## src/rtl/nocr_pkg.sv

```systemverilog
// nocr_pkg: shared packet layout, field positions and state/type enums for the NoC packet source
package nocr_pkg;
  localparam int PKT_W     = 13;
  localparam int ENTRY_W   = 12;
  localparam int VALID_BIT = 12;
  localparam int DATA_MSB  = 11;
  localparam int DATA_LSB  = 4;
  localparam int TYPE_MSB  = 3;
  localparam int TYPE_LSB  = 2;
  localparam int DEST_MSB  = 1;
  localparam int DEST_LSB  = 0;
  typedef enum logic [1:0] {DATA = 2'b00, CTRL = 2'b01, RESP = 2'b10, RSV = 2'b11} pack_type_e;
  typedef enum logic [1:0] {IDLE, SEND, GAP} src_state_e;
  function automatic logic [PKT_W-1:0] make_pkt(input logic [ENTRY_W-1:0] e);
    logic [PKT_W-1:0] p;
    p = '0;
    p[VALID_BIT] = 1'b1;
    p[DATA_MSB:DATA_LSB] = e[11:4];
    p[TYPE_MSB:TYPE_LSB] = e[3:2];
    p[DEST_MSB:DEST_LSB] = e[1:0];
    return p;
  endfunction
endpackage

```

## src/rtl/nocr_pkt_source_if.sv

```systemverilog
// nocr_pkt_source_if: request handshake, router packet and status signals of the packet source
interface nocr_pkt_source_if import nocr_pkg::*; #(
  parameter int DEPTH = 4
) ();
  logic                       req_valid;
  logic                       req_ready;
  logic [7:0]                 req_data;
  logic [1:0]                 req_type;
  logic [1:0]                 req_dest;
  logic [PKT_W-1:0]           packet;
  logic                       pkt_ack;
  logic                       busy;
  logic [$clog2(DEPTH):0]     count;
  logic                       drop_pulse;
  modport master (
    output req_valid, req_data, req_type, req_dest, pkt_ack,
    input  req_ready, packet, busy, count, drop_pulse
  );
  modport slave (
    input  req_valid, req_data, req_type, req_dest, pkt_ack,
    output req_ready, packet, busy, count, drop_pulse
  );
endinterface

```

## src/rtl/nocr_pkt_fifo.sv

```systemverilog
// nocr_pkt_fifo: synchronous FIFO of formatted request entries with occupancy count
module nocr_pkt_fifo #(
  parameter int DEPTH = 4,
  parameter int W     = 12
) (
  input  logic                     clk,
  input  logic                     reset,
  input  logic                     push_i,
  input  logic [W-1:0]             data_i,
  input  logic                     pop_i,
  output logic [W-1:0]             data_o,
  output logic                     full_o,
  output logic                     empty_o,
  output logic [$clog2(DEPTH):0]   count_o
);
  localparam int AW = $clog2(DEPTH);
  logic [W-1:0]  mem_q [DEPTH];
  logic [AW-1:0] wr_q, rd_q;
  logic [AW:0]   cnt_q;
  logic          do_push, do_pop;
  assign full_o  = cnt_q == (AW+1)'(DEPTH);
  assign empty_o = cnt_q == '0;
  assign do_push = push_i && !full_o;
  assign do_pop  = pop_i && !empty_o;
  assign data_o  = mem_q[rd_q];
  assign count_o = cnt_q;
  // pointers wrap naturally at the power-of-two depth; a full FIFO ignores pushes
  always_ff @(posedge clk or negedge reset) begin
    if (!reset) begin
      wr_q  <= '0;
      rd_q  <= '0;
      cnt_q <= '0;
    end else begin
      if (do_push) wr_q <= wr_q + 1'b1;
      if (do_pop) rd_q <= rd_q + 1'b1;
      cnt_q <= cnt_q + {{AW{1'b0}}, do_push} - {{AW{1'b0}}, do_pop};
    end
  end
  // storage needs no reset; stale entries are unreachable once the pointers clear
  always_ff @(posedge clk) begin
    if (do_push) mem_q[wr_q] <= data_i;
  end
endmodule

```

## src/rtl/nocr_pkt_source.sv

```systemverilog
// nocr_pkt_source: buffers requests and presents them as 13-bit router packets (NOCR_SRC_TIMEOUT_EN adds drop-on-timeout)
module nocr_pkt_source import nocr_pkg::*; #(
  parameter int DEPTH   = 4,
  parameter int TIMEOUT = 15
) (
  input logic              clk,
  input logic              reset,
  nocr_pkt_source_if.slave bus
);
  localparam int CW = $clog2(DEPTH) + 1;
  if (DEPTH < 2 || (DEPTH & (DEPTH - 1)) != 0 || TIMEOUT < 1 || TIMEOUT > 255) begin : g_bad_cfg
    $error("nocr_pkt_source: DEPTH must be a power of two >= 2 and TIMEOUT in 1..255");
  end
  src_state_e         state_q, state_d;
  logic [PKT_W-1:0]   packet_q, packet_d;
  logic [ENTRY_W-1:0] head;
  logic               pop, full, empty;
  logic [CW-1:0]      count;
  nocr_pkt_fifo #(.DEPTH(DEPTH), .W(ENTRY_W)) u_fifo (
    .clk     (clk),
    .reset   (reset),
    .push_i  (bus.req_valid),
    .data_i  ({bus.req_data, bus.req_type, bus.req_dest}),
    .pop_i   (pop),
    .data_o  (head),
    .full_o  (full),
    .empty_o (empty),
    .count_o (count)
  );
  assign bus.req_ready = !full;
  assign bus.count     = count;
  assign bus.busy      = (state_q != IDLE) || (count != '0);
  assign bus.packet    = packet_q;
`ifdef NOCR_SRC_TIMEOUT_EN
  logic [7:0] tmo_q, tmo_d;
  logic       drop_q, drop_d;
  // timeout counter and registered drop pulse
  always_ff @(posedge clk or negedge reset) begin
    if (!reset) begin
      tmo_q  <= '0;
      drop_q <= 1'b0;
    end else begin
      tmo_q  <= tmo_d;
      drop_q <= drop_d;
    end
  end
  assign bus.drop_pulse = drop_q;
`else
  assign bus.drop_pulse = 1'b0;
`endif
  // FSM state and packet register
  always_ff @(posedge clk or negedge reset) begin
    if (!reset) begin
      state_q  <= IDLE;
      packet_q <= '0;
    end else begin
      state_q  <= state_d;
      packet_q <= packet_d;
    end
  end
  // IDLE pops the head, SEND holds until ack (or timeout), GAP forces one zero cycle
  always_comb begin
    state_d  = state_q;
    packet_d = packet_q;
    pop      = 1'b0;
`ifdef NOCR_SRC_TIMEOUT_EN
    tmo_d    = tmo_q;
    drop_d   = 1'b0;
`endif
    case (state_q)
      IDLE: begin
        packet_d = '0;
        if (!empty) begin
          state_d  = SEND;
          pop      = 1'b1;
          packet_d = make_pkt(head);
`ifdef NOCR_SRC_TIMEOUT_EN
          tmo_d    = '0;
`endif
        end
      end
      SEND: begin
        if (bus.pkt_ack) begin
          state_d  = GAP;
          packet_d = '0;
        end
`ifdef NOCR_SRC_TIMEOUT_EN
        else if (tmo_q == 8'(TIMEOUT - 1)) begin
          state_d  = GAP;
          packet_d = '0;
          drop_d   = 1'b1;
        end else tmo_d = tmo_q + 8'd1;
`endif
      end
      GAP: begin
        state_d  = IDLE;
        packet_d = '0;
      end
      default: begin
        state_d  = IDLE;
        packet_d = '0;
      end
    endcase
  end
endmodule

```

## src/flat_wrapper.sv

```systemverilog
// flat-port wrapper written by rule: the top's interface ports become plain ports
module nocr_pkt_source_flat import nocr_pkg::*;
#(
  parameter int DEPTH   = 4,
  parameter int TIMEOUT = 15
)
  (clk, reset, bus_req_valid, bus_req_data, bus_req_type, bus_req_dest, bus_pkt_ack, bus_req_ready, bus_packet, bus_busy, bus_count, bus_drop_pulse);
  nocr_pkt_source_if #(.DEPTH(DEPTH)) bus_i ();
  input logic clk;
  input logic reset;
  input wire logic [$bits(bus_i.req_valid)-1:0] bus_req_valid;
  input wire logic [$bits(bus_i.req_data)-1:0] bus_req_data;
  input wire logic [$bits(bus_i.req_type)-1:0] bus_req_type;
  input wire logic [$bits(bus_i.req_dest)-1:0] bus_req_dest;
  input wire logic [$bits(bus_i.pkt_ack)-1:0] bus_pkt_ack;
  output wire logic [$bits(bus_i.req_ready)-1:0] bus_req_ready;
  output wire logic [$bits(bus_i.packet)-1:0] bus_packet;
  output wire logic [$bits(bus_i.busy)-1:0] bus_busy;
  output wire logic [$bits(bus_i.count)-1:0] bus_count;
  output wire logic [$bits(bus_i.drop_pulse)-1:0] bus_drop_pulse;
  assign bus_i.req_valid = bus_req_valid;
  assign bus_i.req_data = bus_req_data;
  assign bus_i.req_type = bus_req_type;
  assign bus_i.req_dest = bus_req_dest;
  assign bus_i.pkt_ack = bus_pkt_ack;
  assign bus_req_ready = bus_i.req_ready;
  assign bus_packet = bus_i.packet;
  assign bus_busy = bus_i.busy;
  assign bus_count = bus_i.count;
  assign bus_drop_pulse = bus_i.drop_pulse;
  nocr_pkt_source #(.DEPTH(DEPTH), .TIMEOUT(TIMEOUT)) u_core (.clk(clk), .reset(reset), .bus(bus_i));
endmodule
```

## config.mk

```make
export PLATFORM = sky130hd
export DESIGN_NAME = nocr_pkt_source_flat
export DESIGN_NICKNAME = d
export VERILOG_FILES = /design/src/rtl/nocr_pkg.sv /design/src/rtl/nocr_pkt_source_if.sv /design/src/rtl/nocr_pkt_fifo.sv /design/src/rtl/nocr_pkt_source.sv /design/src/flat_wrapper.sv
export SDC_FILE = /design/constraint.sdc
export NUM_CORES = 1
export LEC_CHECK = 0
export BUFFER_PORTS_ARGS = -buffer_cell sky130_fd_sc_hd__buf_2
export CAP_MARGIN = 5
export CELL_PAD_IN_SITES_DETAIL_PLACEMENT = 1
export CELL_PAD_IN_SITES_GLOBAL_PLACEMENT = 1
export CORE_ASPECT_RATIO = 1.2
export CORE_MARGIN = 1
export CORE_UTILIZATION = 40
export CTS_BUF_LIST = sky130_fd_sc_hd__clkbuf_8
export CTS_CLUSTER_DIAMETER = 150
export CTS_CLUSTER_SIZE = 8
export DETAILED_ROUTE_END_ITERATION = 12
export PLACE_DENSITY = 0.67
export SETUP_SLACK_MARGIN = 0.15
export SYNTH_ARGS = -nofsm -noshare
export SYNTH_HDL_FRONTEND = slang
export SYNTH_SLANG_ARGS = --single-unit
```

## constraint.sdc

```tcl
create_clock -name clk -period 4.24 [get_ports clk]
set_clock_uncertainty 0.2 [all_clocks]
set_input_delay 0.424 -clock clk [delete_from_list [all_inputs] [get_ports clk]]
set_output_delay 0.424 -clock clk [all_outputs]
set_load 0.01 [all_outputs]
```

# After elaboration in Yosys (flattened, before gate mapping)
# Memory sizes are Yosys's and may differ from the RTL's.
# Cells that the tools add are included.
[totals]
reg_bits = 22
mem_bits_rw = 48
wordCells = 34
n_memories = 1
[op_classes]
add_sub_neg = 4
eq_ne = 4
mux = 10
n_reduce_logical = 10
[memory_table]
columns = ["name", "depth", "word_bits", "rd", "rd_clocked_by_memory_dff", "wr", "line_no", "rtl"]
rows = [
  ["u_core.u_fifo.mem_q", 4, 12, 1, 0, 1, "nocr_pkt_fifo.sv:17", "logic [W-1:0] mem_q [DEPTH];"],
]
[op_table]
columns = ["cell", "count"]
rows = [
  ["$mux W13", 2],
  ["$pmux W13 S2", 1],
  ["$add A2 B1 Y2 const B", 2],
  ["$mux W1", 4],
  ["$mux W2", 2],
  ["$ne A2 B2 Y1 const B", 2],
  ["$pmux W2 S2", 1],
  ["$add A3 B1 Y3", 1],
  ["$eq A3 B3 Y1 const B", 1],
  ["$logic_not A3 Y1", 1],
  ["$reduce_bool A3 Y1", 1],
  ["$sub A3 B1 Y3", 1],
  ["$eq A2 B1 Y1 const B", 1],
  ["$logic_and A1 B1 Y1", 2],
  ["$logic_not A1 Y1", 2],
  ["$logic_not A2 Y1", 1],
  ["$reduce_and A2 Y1", 1],
  ["$reduce_bool A2 Y1", 1],
  ["$logic_or A1 B1 Y1", 1],
]

# Depth between registers and ports, before layout
[logic_depth]
depth_word = 5
ltp_mapped = 10
ltp_nobuf = 10

# Modules after synthesis
# Synthesis repeated with hierarchy kept, for this count alone.
[hier_totals]
cells_unflattened = 173
area_unflattened_um2 = 2954.1
[by_module_without_submodules]
columns = ["module", "n_inst", "cells_per_inst", "area_per_inst_um2", "seq_area_each_um2"]
rows = [
  ["nocr_pkt_fifo", 1, 104, 2232.1, 1616.6],
  ["nocr_pkt_source", 1, 69, 721.9, 375.4],
]

# Least setup slack after synthesis
# OpenSTA, ideal clock, no wires.
[synth_path]
path_type = "flip-flop to flip-flop"
startpoint = "register u_core.u_fifo.cnt_q[1], in the netlist u_core.u_fifo.count_o[1]"
endpoint = "register u_core.u_fifo.cnt_q[2], in the netlist u_core.u_fifo.count_o[2]"
setup_ps = 126
arrival_ps = 2191
path_slack_ps = 1723
stages_incl_launch_ff = 11
n_path_buf = 0
period_less_slack_ps = 2517
cell_sequence = "dfrtp_1 > or3b_4 > and2_4 > inv_1 > ha_1 > inv_1 > ha_1 > inv_1 > fa_1 > xnor2_1 > xnor2_1"
[synth_between]
elab_chain_cells = 5
[synth_lines]
columns = ["item", "line_no", "rtl"]
rows = [
  ["start, declared", "nocr_pkt_fifo.sv:19", "logic [AW:0] cnt_q;"],
  ["start signal, assigned", "nocr_pkt_fifo.sv:36", "cnt_q <= cnt_q + {{AW{1'b0}}, do_push} - {{AW{1'b0}}, do_pop};"],
  ["$eq A3 B3 Y1", "nocr_pkt_fifo.sv:21", "assign full_o = cnt_q == (AW+1)'(DEPTH);"],
  ["$logic_not A1 Y1", "-", ""],
  ["named net bus_req_ready", "flat_wrapper.sv:16", "output wire logic [$bits(bus_i.req_ready)-1:0] bus_req_ready;"],
  ["$logic_and A1 B1 Y1", "nocr_pkt_fifo.sv:23", "assign do_push = push_i && !full_o;"],
  ["$add A3 B1 Y3", "nocr_pkt_fifo.sv:36", ""],
  ["$sub A3 B1 Y3", "nocr_pkt_fifo.sv:36", ""],
]
# The timed path passes the listed nets, and every way through them passes these cells.
# A chain may end at the register's enable or synchronous reset.

# Final worst setup path
[layout_path]
startpoint = "register u_core.u_fifo.cnt_q[1], in the netlist u_core.u_fifo.count_o[1]"
endpoint = "register u_core.u_fifo.cnt_q[2], in the netlist u_core.u_fifo.count_o[2]"
[layout_between]
elab_chain_cells = 5
[layout_lines]
columns = ["item", "line_no"]
rows = [
  ["$eq A3 B3 Y1 / $logic_not A3 Y1 (equally long branches)", "nocr_pkt_fifo.sv:21, nocr_pkt_fifo.sv:22"],
  ["$logic_not A1 Y1 / $mux W1 (equally long branches)", "nocr_pkt_fifo.sv:23, nocr_pkt_source.sv:73"],
  ["$logic_and A1 B1 Y1 / $mux W1 (equally long branches)", "nocr_pkt_fifo.sv:23, nocr_pkt_source.sv:70"],
  ["$add A3 B1 Y3 / $logic_and A1 B1 Y1 (equally long branches)", "nocr_pkt_fifo.sv:36, nocr_pkt_fifo.sv:24"],
  ["$sub A3 B1 Y3 *", "nocr_pkt_fifo.sv:36"],
]
# Mark *: on every way between the ends. The rest lies on a longest branch, timed or not.

==> impl_metrics.py <==
metrics = {
    "timing": {
        "rsz0062_at_grt": "no",
        "setup-tns-final_ns": 0,
        "max_freq_mhz": 333,
        "hold_viol_final": 0,
        "min_period_ns": 3.00,
        "worstMarginPinSlew_ns": 1.01,
        "slew_violations": 0,
        "setup_viol": 0,
        "post-route-period-util": 0.708,
        "relSlewSlack": 0.321,
    },
    "final_layout": {
        "fill_cells": 622,
        "final_common_cell": "edfxtp_1",
        "num_antenna_cells": 0,
        "final_cell_mix": "48 x edfxtp_1, 33 x buf_2, 22 x dfrtp_1",
        "layout-drive-gt1-share": 0.385,
        "final_area_mm2": 0.00316,
        "final_cell_count_no_fill": 264,
        "synthToLayoutAreaGrowth_pct": 16.5,
        "final_nets": 197,
        "seq_area_mm2": 0.00199,
        "multi_input_area_um2": 649,
    },
    "cts": {
        "cts_resized": 0,
        "clk_latency_ns": 0.34,
        "cts_hold_buf": 1,
        "ctsLongestPathBuffers": 2,
        "clk_pin_slew_worst_paths_ns": 0.07,
        "cts_max_level": 3,
        "cts.sinks": 70,
        "numCtsBuffers": 9,
        "clockRootBuffer": "clkbuf_8",
        "cts_tree": "done",
        "cts_setup_buffers": 0,
    },
    "synth": {
        "synth_edf_count": 48,
        "ys.flop_type": "edfxtp_1",
        "synth-seq-area-share": 0.734,
        "yosysTopAreaCellShare": 0.531,
        "synth_cells": 135,
        "netlist_area_mm2": 0.00271,
        "ys_ff_latch": 70,
        "yosysWarnings": 0,
        "ys_types": 26,
        "synth.largest_area_cell": "edfxtp_1",
        "yosys-top-cells-area": "edfxtp_1 53%, dfrtp_1 20%, mux4_2 10%, a22o_1 3.9%, ha_1 2.8%",
        "syn_nets": 158,
        "avgSynthCellArea_um2": 20.1,
        "async_flop_share": 0.314,
    },
    "pwr": {
        "p_per_area_mw_per_mm2": 723,
        "clockPowerShare": 0.250,
        "p_int_uw": 1590,
        "vdd_drop_max_mv": 0.274,
        "leakagePower_uw": 0.00125,
        "seqPwrFrac": 0.472,
        "p_switching_uw": 692,
        "combPwrFrac": 0.278,
        "netSwitchingFraction": 0.303,
        "finalPower_uw": 2280,
    },
    "route": {
        "vias_per_cell": 5.04,
        "drtPass1Iterations": 4,
        "routed_wl_mm": 4.94,
        "antenna_left": 0,
        "drt_iter0_markers": 61,
        "drc_errors": 0,
        "wl_per_cell_um": 18.7,
        "vias": 1331,
    },
    "floorplanning": {
        "fp.dieArea_mm2": 0.00712,
        "core_mm2": 0.00649,
        "start_util": 0.418,
        "ios": 35,
        "fp.dieW_um": 77.2,
        "die_height_um": 92.2,
        "row_count": 32,
    },
    "grt": {
        "grt_pass1_wl_mm": 8.01,
        "met3_usage": 0.0428,
        "first_global_vias": 1567,
        "grt_util_met1": 0.159,
        "use_met2": 0.297,
        "busiest_layer": "met2",
        "antenna_found_initial": 0,
        "grt_max_degree": 23,
        "grt_overflow_total": 0,
        "grtUsageTotal": 0.161,
    },
    "placed_design": {
        "post_dp_cell_area_mm2": 0.00294,
        "portBuffers": 33,
        "gp_congestion": 0.733,
        "dpl.hpwl_mm": 3.27,
        "dp_cells": 247,
    },
    "min_path": {
        "hp-class": "input pin to register",
    },
    "worst_setup_path": {
        "critPathCaptureType": "register",
        "worstSetupPathType": "register to register",
        "crit_fanout": 16,
        "start_kind": "register",
        "worstPathArrival_ns": 3.07,
        "required_ns": 4.31,
    },
    "flow_run": {
        "cap_violations": 0,
    },
    "run_status": {
        "outcome": "complete, no violations",
    },
}
==> final timing paths <==
| kind | from | to | slack [ns] | cells after the start |
|---|---|---|---|---|
| min in group asynchronous | reset | u_core.bus.packet[9]$_DFFE_PN0P_ | 0.39 | 2 |
| max in group asynchronous | reset | u_core.state_q[0]$_DFFE_PN0P_ | 3.09 | 2 |
| hold / removal | bus_req_dest[0] | u_core.u_fifo.mem_q[2][0]$_DFFE_PP_ | 0.09 | 1 |
| setup reg to reg | u_core.u_fifo.count_o[1]$_DFF_PN0_ | u_core.u_fifo.count_o[2]$_DFF_PN0_ | 1.24 | 9 |
| hold reg to reg | u_core.bus.packet[12]$_DFFE_PN0P_ | u_core.bus.packet[12]$_DFFE_PN0P_ | 0.28 | 1 |
| setup / recovery | u_core.u_fifo.count_o[1]$_DFF_PN0_ | u_core.u_fifo.count_o[2]$_DFF_PN0_ | 1.24 | 9 |
==> through the flow <==
stage	hold WS [ns]	setup slack, ns	utilization
3_5_place_dp	0.236	1.17	0.453
5_1_grt	0.0831	0.976	0.487
6_report	0.0942	1.24	0.487
2_1_floorplan	-0.0716	1.72	-
3_3_place_gp	0.218	1.34	0.453
4_1_cts	0.0819	1.16	0.487
==> layout make-up <==
type,instances,share of cell area
Multi-Input combinational cell,53,0.206
Clock inverter,7,0.0285
Timing Repair Buffer,34,0.0554
Clock buffer,9,0.0392
Inverter,6,0.00713
Sequential cell,70,0.630
Tap cell,85,0.0337
==> cell families after synthesis <==
family,count (synthesis),synth area share
AO/OA/AOI/OAI,13,0.0415
buffers and inverters,12,0.0263
adder cells (fa/ha/maj),7,0.0351
other,1,0.00138
XOR/XNOR,5,0.0161
flip-flops,70,0.734
multiplexers,13,0.105
AND/OR/NAND/NOR,14,0.0401
==> critical path, stage by stage (launching register included) <==
cell and delay (ns):
dfrtp_1 0.46, nor3_1 0.12, nor3_2 0.78, ha_1 0.39, inv_1 0.06, ha_1 0.14
inv_1 0.05, fa_1 0.37, xnor2_1 0.20, xnor2_1 0.15
==> power by group through the flow <==
stage	clock (uW)	combinational, uW	sequential (uW)
6_report	572	634	1080
5_1_grt	610	703	1100
4_1_cts	584	655	1090
3_5_place_dp	0	653	1100
3_3_place_gp	0	621	1080
2_1_floorplan	0	508	1040
==> state kept, by name, indices dropped and copies added (netlist names) <==
| name | flops |
|---|---|
| u_core.u_fifo.rd_q | 2 |
| u_core.state_q | 2 |
| u_core.u_fifo.count_o | 3 |
| u_core.u_fifo.wr_q | 2 |
| u_core.bus.packet | 13 |
| u_core.u_fifo.mem_q | 48 |
==> synth_stat cells, types with 2 or more instances <==
master,count
and3_2,4
xnor2_1,3
ha_1,6
buf_2,3
xor2_1,2
edfxtp_1,48
dfrtp_1,22
mux4_2,12
inv_1,6
and3b_1,2
a22o_1,12
==> layer usage <==
layer	part of all wire	up-vias	routed length, um
met5	0	-	0
met4	0.023	0	114
met3	0.031	10	152
met2	0.55	31	2740
met1	0.39	686	1930
li1	-	604	-
No activity file was read; power rests on OpenSTA's default activity.
